### src/rtl/ring_decoder.sv
// Ring-counter decoder: validates rotate-left one-hot codes, reports the
// set-bit index, tracks sequence lock, and counts sequence errors.
module ring_decoder #(
  parameter  int WIDTH    = 4,
  parameter  int LOCK_CNT = 3,
  localparam int IDX_W    = (WIDTH > 1) ? $clog2(WIDTH) : 1,
  localparam int CNT_W    = (LOCK_CNT > 0) ? $clog2(LOCK_CNT + 1) : 1
) (
  input  logic             clk,
  input  logic             reset,
  input  logic             en,
  input  logic [WIDTH-1:0] data_in,
  output logic [IDX_W-1:0] index,
  output logic             onehot_ok,
  output logic             locked,
  output logic             seq_err,
  output logic [7:0]       err_count
);

  // state  | meaning
  // HUNT   | no trusted ring position; waiting for any one-hot sample
  // SYNC   | one-hot seen; counting consecutive correct advances
  // LOCKED | LOCK_CNT correct advances seen; ring is tracking
  typedef enum logic [1:0] {
    HUNT   = 2'd0,
    SYNC   = 2'd1,
    LOCKED = 2'd2
  } state_t;

  state_t             state_q, state_d;
  logic [WIDTH-1:0]   prev_q, prev_d;
  logic               prev_valid_q, prev_valid_d;
  logic [CNT_W-1:0]   match_cnt_q, match_cnt_d;
  logic [IDX_W-1:0]   index_q, index_d;
  logic               onehot_ok_q, onehot_ok_d;
  logic               seq_err_q, seq_err_d;
  logic [7:0]         err_count_q, err_count_d;

  logic               is_onehot;
  logic [IDX_W-1:0]   hot_idx;
  logic [WIDTH-1:0]   rotl_prev;
  logic               mismatch;
  logic [CNT_W-1:0]   match_inc;

  // Sample decode: zero and multi-bit codes are both invalid.
  always_comb begin
    is_onehot = (data_in != '0) && ((data_in & (data_in - WIDTH'(1))) == '0);
    hot_idx   = '0;
    for (int i = 0; i < WIDTH; i++) begin
      if (data_in[i]) hot_idx = IDX_W'(i);
    end
  end

  generate
    if (WIDTH > 1) begin : g_rotl
      assign rotl_prev = {prev_q[WIDTH-2:0], prev_q[WIDTH-1]};
    end else begin : g_rotl1
      assign rotl_prev = prev_q;
    end
  endgenerate

  // A stalled ring (sample == prev) also fails this compare.
  assign mismatch  = prev_valid_q && (data_in != rotl_prev);
  assign match_inc = match_cnt_q + CNT_W'(1);

  always_comb begin
    state_d     = state_q;
    match_cnt_d = match_cnt_q;
    if (en) begin
      unique case (state_q)
        HUNT: begin
          if (is_onehot) begin
            state_d     = SYNC;
            match_cnt_d = '0;
          end
        end
        SYNC: begin
          if (!is_onehot) begin
            state_d     = HUNT;
            match_cnt_d = '0;
          end else if (mismatch) begin
            match_cnt_d = '0;
          end else begin
            match_cnt_d = match_inc;
            if (match_inc >= CNT_W'(LOCK_CNT)) state_d = LOCKED;
          end
        end
        LOCKED: begin
          if (!is_onehot) begin
            state_d     = HUNT;
            match_cnt_d = '0;
          end else if (mismatch) begin
            state_d     = SYNC;
            match_cnt_d = '0;
          end
        end
        default: begin
          state_d     = HUNT;
          match_cnt_d = '0;
        end
      endcase
    end
  end

  always_comb begin
    prev_d       = prev_q;
    prev_valid_d = prev_valid_q;
    index_d      = index_q;
    onehot_ok_d  = onehot_ok_q;
    seq_err_d    = 1'b0;
    err_count_d  = err_count_q;
    if (en) begin
      prev_valid_d = is_onehot;
      onehot_ok_d  = is_onehot;
      seq_err_d    = !is_onehot || mismatch;
      if (is_onehot) begin
        prev_d  = data_in;
        index_d = hot_idx;
      end
      if (seq_err_d && (err_count_q != 8'hFF)) err_count_d = err_count_q + 8'd1;
    end
  end

  always_ff @(posedge clk) begin
    if (!reset) begin
      state_q      <= HUNT;
      prev_q       <= '0;
      prev_valid_q <= 1'b0;
      match_cnt_q  <= '0;
      index_q      <= '0;
      onehot_ok_q  <= 1'b0;
      seq_err_q    <= 1'b0;
      err_count_q  <= 8'd0;
    end else begin
      state_q      <= state_d;
      prev_q       <= prev_d;
      prev_valid_q <= prev_valid_d;
      match_cnt_q  <= match_cnt_d;
      index_q      <= index_d;
      onehot_ok_q  <= onehot_ok_d;
      seq_err_q    <= seq_err_d;
      err_count_q  <= err_count_d;
    end
  end

  assign index     = index_q;
  assign onehot_ok = onehot_ok_q;
  assign locked    = (state_q == LOCKED);
  assign seq_err   = seq_err_q;
  assign err_count = err_count_q;

endmodule

### config.mk
export PLATFORM = sky130hd
export DESIGN_NAME = ring_decoder
export DESIGN_NICKNAME = d
export VERILOG_FILES = /design/src/rtl/ring_decoder.sv
export SDC_FILE = /design/constraint.sdc
export NUM_CORES = 1
export LEC_CHECK = 0
export ABC_AREA = 1
export CAP_MARGIN = 20
export CORE_ASPECT_RATIO = 1.1
export CORE_MARGIN = 3
export CORE_UTILIZATION = 46
export CTS_CLUSTER_DIAMETER = 40
export DETAILED_ROUTE_END_ITERATION = 10
export GPL_ROUTABILITY_DRIVEN = 0
export GPL_TIMING_DRIVEN = 0
export PLACE_DENSITY_LB_ADDON = 0.15
export SLEW_MARGIN = 20
export SYNTH_ARGS = -nofsm -noshare
export SYNTH_HDL_FRONTEND = slang
export SYNTH_SLANG_ARGS = --single-unit
export TNS_END_PERCENT = 100
### constraint.sdc
create_clock -name clk -period 1.35 [get_ports clk]
set_input_delay 0.2025 -clock clk [delete_from_list [all_inputs] [get_ports clk]]
set_output_delay 0.2025 -clock clk [all_outputs]
set_load 0.05 [all_outputs]
==> impl_metrics.yaml <==
outcome:
  run_status: "finished, violations left"
  failed_checks: "setup timing"
worst_setup_path:
  cp-end-kind: "flop"
  regToRegStartpoint: "err_count[0]"
  cp-startpoint: "err_count[0]"
  r2r.worst_path.cells: 8
  path_class: "flop to flop"
  worst-path-stages: 8
  worst_path_largest_cell_delay_ns: 0.38
  timing.critical_path.max_delay_family: "flip-flops"
  crit_buf_inv: 1
  cp_cell_sequence: "ha_4 > nand3_4 > nor2_4 > a31oi_4 > nand2_4 > inv_1 > nand2_1 > a21oi_2"
  critical_path.endpoint: "err_count[2]"
  worst_reg_to_reg_setup_slack_ns: -0.03
  crit_path_arrival_time_ns: 1.62
  worst-endpoint-required_ns: 1.59
  setup.worst_path.start_class: "flop"
  critical_path_peak_fanout: 5
  rr_endpoint: "err_count[2]"
  slowest_stage_cell_cp: "dfxtp_4"
power:
  power.switching_mw: 0.449
  power_switching_share_pct: 34.1
  clock_power_share_pct: 22.6
  cellLeakagePower_nw: 0.614
  sequentialPowerShare_pct: 50.1
  powerDensity_mw_per_mm2: 886
  max-vdd-ir-drop_mv: 0.666
  pwr-share-comb_pct: 27.3
  p_total_mw: 1.32
  power_report.internal_total_mw: 0.869
timing:
  grt_setup_unrepaired: "true"
  period_minus_slack_ns: 1.38
  timing_worst_slew_pin_value_ns: 0.325
  timing_hold_violations_final: 0
  hold-worst-slack_ns: 0.336
  min_period_over_period_pct: 102
  finalSetupTns_ns: -0.158
  relSlewSlack_pct: 78.2
  clk_skew_ns: 0.00998
  finalSetupViolCount: 6
  clock.fmax_mhz: 725
  timing.final.ws_setup_ns: -0.0302
  finalMaxSlewViolations: 0
synth:
  ys_dominant_reg_cell: "dfxtp_1"
  synth_sequential_area_ratio_pct: 36.6
  syn-num-nets: 168
  ys_types: 23
  ys_seq_elements: 20
  synth_async_sr_flop_share_pct: 0
  postSynthAreaPerCell_um2: 6.89
  synth.cell_area_mm2: 0.00109
  synth_cells: 159
  number_of_enable_flip_flop_cells_after_synthesis: 0
  synthesis.yosys.warnings: 0
global_routing:
  grt_start_max_net_pins: 12
  grt_pass1_vias: 1025
  global_route_wire_length_before_repair_um: 4110
  grt_antenna_before_repair: 0
  grtUsageTotal_pct: 18.3
  globalRoute.totalOverflow: 0
route:
  drt_iter0_drc: 19
  remaining_drc_errors: 0
  final_antenna_net_count: 0
  route.final.wire_length_um: 2480
  drtPass1Iterations: 4
  routed-via-count: 1056
  detail_route.vias_per_cell: 4.96
  wire_per_inst_um: 11.6
min_path:
  holdPathStages: 3
  worst_hold_path_class: "primary input to flop"
place:
  portBuffers: 19
  post-place-ws_ns: -0.489
  placed_cells: 206
  dp_hpwl_um: 1750
  post_place_cell_area_mm2: 0.00137
final_layout:
  design_area_mm2: 0.00149
  most-common-layout-cells: "nand2_1, inv_1, nand2_2, nor2_1, a21oi_1"
  nNetsFinal: 195
  insertedDiodeCount: 0
  utilization_of_the_core_after_routing_pct: 69.9
  mostFrequentLayoutCell: "nand2_1"
  drive_above_1_share_pct: 41.1
  final_cells: 213
  syn_to_final_growth_pct: 35.9
  nFillCells: 197
floorplanning:
  die_width_um: 52.5
  floorplan.die_area_mm2: 0.00300
  initial_core_util_pct: 51.5
  core_area_mm2: 0.00213
  io-pin-count: 20
  placement_row_count: 17
  floorplan.die.height_um: 57.2
clock_network:
  clkSlewWorstSetupHoldPaths_ns: 0.12
  tritoncts_clock_tree: "built"
  clkLatencyLatePin_ns: 0.31
  cts_hold_buf: 0
  cts.path.max_buffers: 2
  clock_sink_count: 20
  numCtsBuffers: 3
  ctsRootBufferMaster: "clkbuf_4"
  htreeDepth: 1
job:
  maxCapViolCount: 0
registers in the layout (all words and copies together) (netlist names):
register / count
onehot_ok: 1
err_count: 8
index: 2
prev_q: 4
seq_err: 1
match_cnt_q: 2
state_q: 2
worst reg2reg max path, stage by stage, from the launching register on:
cell	delay, ns
dfxtp_4	0.38
ha_4	0.17
nand3_4	0.09
nor2_4	0.05
a31oi_4	0.15
nand2_4	0.09
inv_1	0.16
nand2_1	0.09
a21oi_2	0.13
per-layer routing:
layer | global-route usage (%) | up-vias | wire (µm)
met3 | 3.13 | 4 | 94
met4 | 11.7 | 0 | 57
met1 | 22.0 | 483 | 1120
li1 | - | 550 | -
met2 | 29.6 | 19 | 1200
met5 | 0 | - | 0
synth_stat cells, types with 2 or more instances:
master / instances / area share [%]
nand2_1: 41 / 14
dfxtp_1: 20 / 37
nor2_1: 19 / 6.5
inv_1: 16 / 5.5
a21oi_1: 15 / 6.9
nand2_2: 9 / 5.1
inv_2: 5 / 1.7
nand3_1: 5 / 2.3
o21ai_0: 5 / 2.3
nand2_4: 4 / 4.1
nor3_1: 3 / 1.4
xor2_1: 3 / 2.4
a31oi_1: 2 / 1.1
ha_1: 2 / 2.3
o21ai_1: 2 / 0.91
layout make-up:
type                    instances  area [µm²]  area share [%]
well taps                      28        35.0            2.35
inverters                      22        82.6            5.55
repair buffers                 22         213            14.3
clock buffers                   3        22.5            1.51
plain buffers                   2        20.0            1.35
clock inverters                 1        3.75           0.252
multi-input cells             115         691            46.4
flip-flops and latches         20         420            28.3
kinds of logic after synthesis:
family | Yosys count | share of synthesized area, %
AND/OR/NAND/NOR | 83 | 35.1
AO/OA/AOI/OAI | 26 | 13.5
buffers and inverters | 24 | 9.37
flip-flops | 20 | 36.6
XOR/XNOR | 4 | 3.20
adder cells (fa/ha/maj) | 2 | 2.29
power by group through the flow:
stage | combinational, mW | sequential [mW] | clock [mW]
2_1_floorplan | 0.199 | 0.713 | 0
3_3_place_gp | 0.327 | 0.671 | 0
3_5_place_dp | 0.336 | 0.672 | 0
4_1_cts | 0.335 | 0.659 | 0.304
5_1_grt | 0.398 | 0.665 | 0.329
6_report | 0.360 | 0.661 | 0.297
timing repair:
action / 4_1_cts / 5_1_grt
buffers inserted: 1 / 1
gates resized for setup: 55 / 24
cloned: 0 / 1
setup endpoints to repair: 28 / 16
pin swaps: 2 / 9
worst min-delay path by stage:
stage                     slack (ns)  startpoint   endpoint
after floorplan                 0.32          en    seq_err
after global placement          0.45    index[1]   index[1]
after detailed placement        0.45    index[1]   index[1]
after CTS                       0.33  data_in[0]  prev_q[0]
after global routing            0.34  data_in[0]  prev_q[0]
final                           0.34  data_in[0]  prev_q[0]
Power figures use the tool's default switching activity.
==> RTL change: new RTL, config.mk and constraints unchanged <==
Change the parameter `WIDTH` from 4 to 8.
--- a/src/rtl/ring_decoder.sv
+++ b/src/rtl/ring_decoder.sv
@@ -2,5 +2,5 @@
 // set-bit index, tracks sequence lock, and counts sequence errors.
 module ring_decoder #(
-  parameter  int WIDTH    = 4,
+  parameter  int WIDTH    = 8,
   parameter  int LOCK_CNT = 3,
   localparam int IDX_W    = (WIDTH > 1) ? $clog2(WIDTH) : 1,
Interface: changed (resized data_in and index); port bits go from 20 to 25. No check against the original RTL was run, so the function may have changed too.
==> RTL change against the unedited design <==
Global-route usage rose by 0.22 points; routed wire length rose by 30%; combinational power fell by 7.2%; synthesized area rose by 31%; die area rose by 28%; sequential cell count rose by 5; setup slack improved by 0.042 ns; first-iteration DRC count rose by 58%; hold slack got worse by 0.18 ns; power rose by 12%; clock power rose by 19%; design area rose by 26%.
==> RTL change: results <==
status:
  status: "complete, no violations"
worst_setup_path:
  cp.arrival_ns: 1.58
  rr_worst_depth: 9
  cp_max_fo: 4
  rr_startpoint: "prev_q[1]"
  reg2reg_slack_ns: 0.01
synth:
  ys_seq_area_share_pct: 34.84
  ys_top_cells_by_count: "51 x nand2_1, 25 x dfxtp_1, 19 x nor2_1"
  yosys.area_share.xor_xnor_pct: 6.707
  synth.distinct_cells: 32
  synthTopCellsByArea: "dfxtp_1 35%, nand2_1 13%, nor2_1 5.0%"
  synth_compound_area_share_pct: 15.16
placed_design:
  port_buffers: 24
  hpwlAfterDp_mm: 2.314
drt:
  routed_wl_mm: 3.224
  drt-initial-drc-count: 30
  viasPerCell: 5.054
global_route:
  grt_pass1_vias: 1345
  grtUsageTotal_pct: 18.57
  grt_max_degree: 14
cts:
  clock_latency_ns: 0.33
  clkTransAtPathRegs_ns: 0.14
hold_path:
  hold_start: "data_in[3]"
sta:
  clock_skew_ns: 0.001714
  holdWs_ns: 0.1603
power_and_ir_drop:
  intPower_mw: 1.006
  p_leak_nw: 0.7442
RTL change: cell families (layout without fill, tap and decap cells):
kind of cell,count (synthesis),in the layout
simple gates,99,99
flops,25,25
buf+inv,21,56
fa+ha+maj,2,2
compound gates,35,35
xor+xnor,11,11
RTL change: worst max path at each step:
stage | startpoint | cells past startpoint | to | slack [ns]
floorplan | err_count[0] | 8 | err_count[1] | -0.01
global placement | data_in[4] | 10 | match_cnt_q[0] | -0.64
detailed placement | data_in[4] | 10 | match_cnt_q[1] | -0.67
CTS | state_q[1] | 3 | locked | -0.002
global route | prev_q[1] | 11 | state_q[0] | -0.13
finish | prev_q[1] | 9 | match_cnt_q[1] | 0.01
RTL change: power by group through the flow:
stage               registers, mW  clock network [mW]  logic [mW]
finish                      0.788               0.352       0.334
global route                0.792               0.409       0.366
CTS                         0.787               0.372       0.326
detailed placement          0.804                   0       0.323
global placement            0.801                   0       0.314
floorplan                   0.830                   0       0.192
RTL change: per-stage QoR:
stage | TNS, ns | instances | setup WS [ns] | instance area (um^2)
2_1_floorplan | -0.02267 | 193 | -0.01152 | 1484
4_1_cts | -0.001626 | 260 | -0.001626 | 1871
6_report | 0 | 261 | 0.01167 | 1869
3_5_place_dp | -14.96 | 250 | -0.6679 | 1765
3_3_place_gp | -14.21 | 250 | -0.6448 | 1765
5_1_grt | -1.140 | 261 | -0.1295 | 1869
RTL change: routing by layer:
layer	GRT usage, %	wire [um]	vias to the layer above
met5	0	0	-
li1	-	-	691
met3	1.793	100	7
met1	21.66	1418	599
met4	7.649	74	0
met2	33.47	1631	22
RTL change: worst max-delay path: stages (launching register included):
cell	delay [ns]
dfxtp_2	0.36
xnor2_1	0.15
nand2_1	0.08
nor2_2	0.12
nand2_2	0.08
nand2_4	0.09
nand2_2	0.07
and2_4	0.15
nor2_1	0.11
nor2_2	0.05
RTL change: area by class of cell:
type | count | share of cell area [%]
inverter | 19 | 4.485
buffer | 2 | 1.205
timing repair buffer | 31 | 13.12
sequential | 25 | 27.98
multi-input combinational | 147 | 49.60
clock buffer | 4 | 1.406
tap | 33 | 2.209
RTL change: what timing repair did:
action / CTS / global route
gates resized for setup: 75 / 30
pin swaps: 13 / 12
setup buffers: 6 / 1
setup endpoints to repair: 38 / 27
endpoints found under the hold margin: 0 / 0
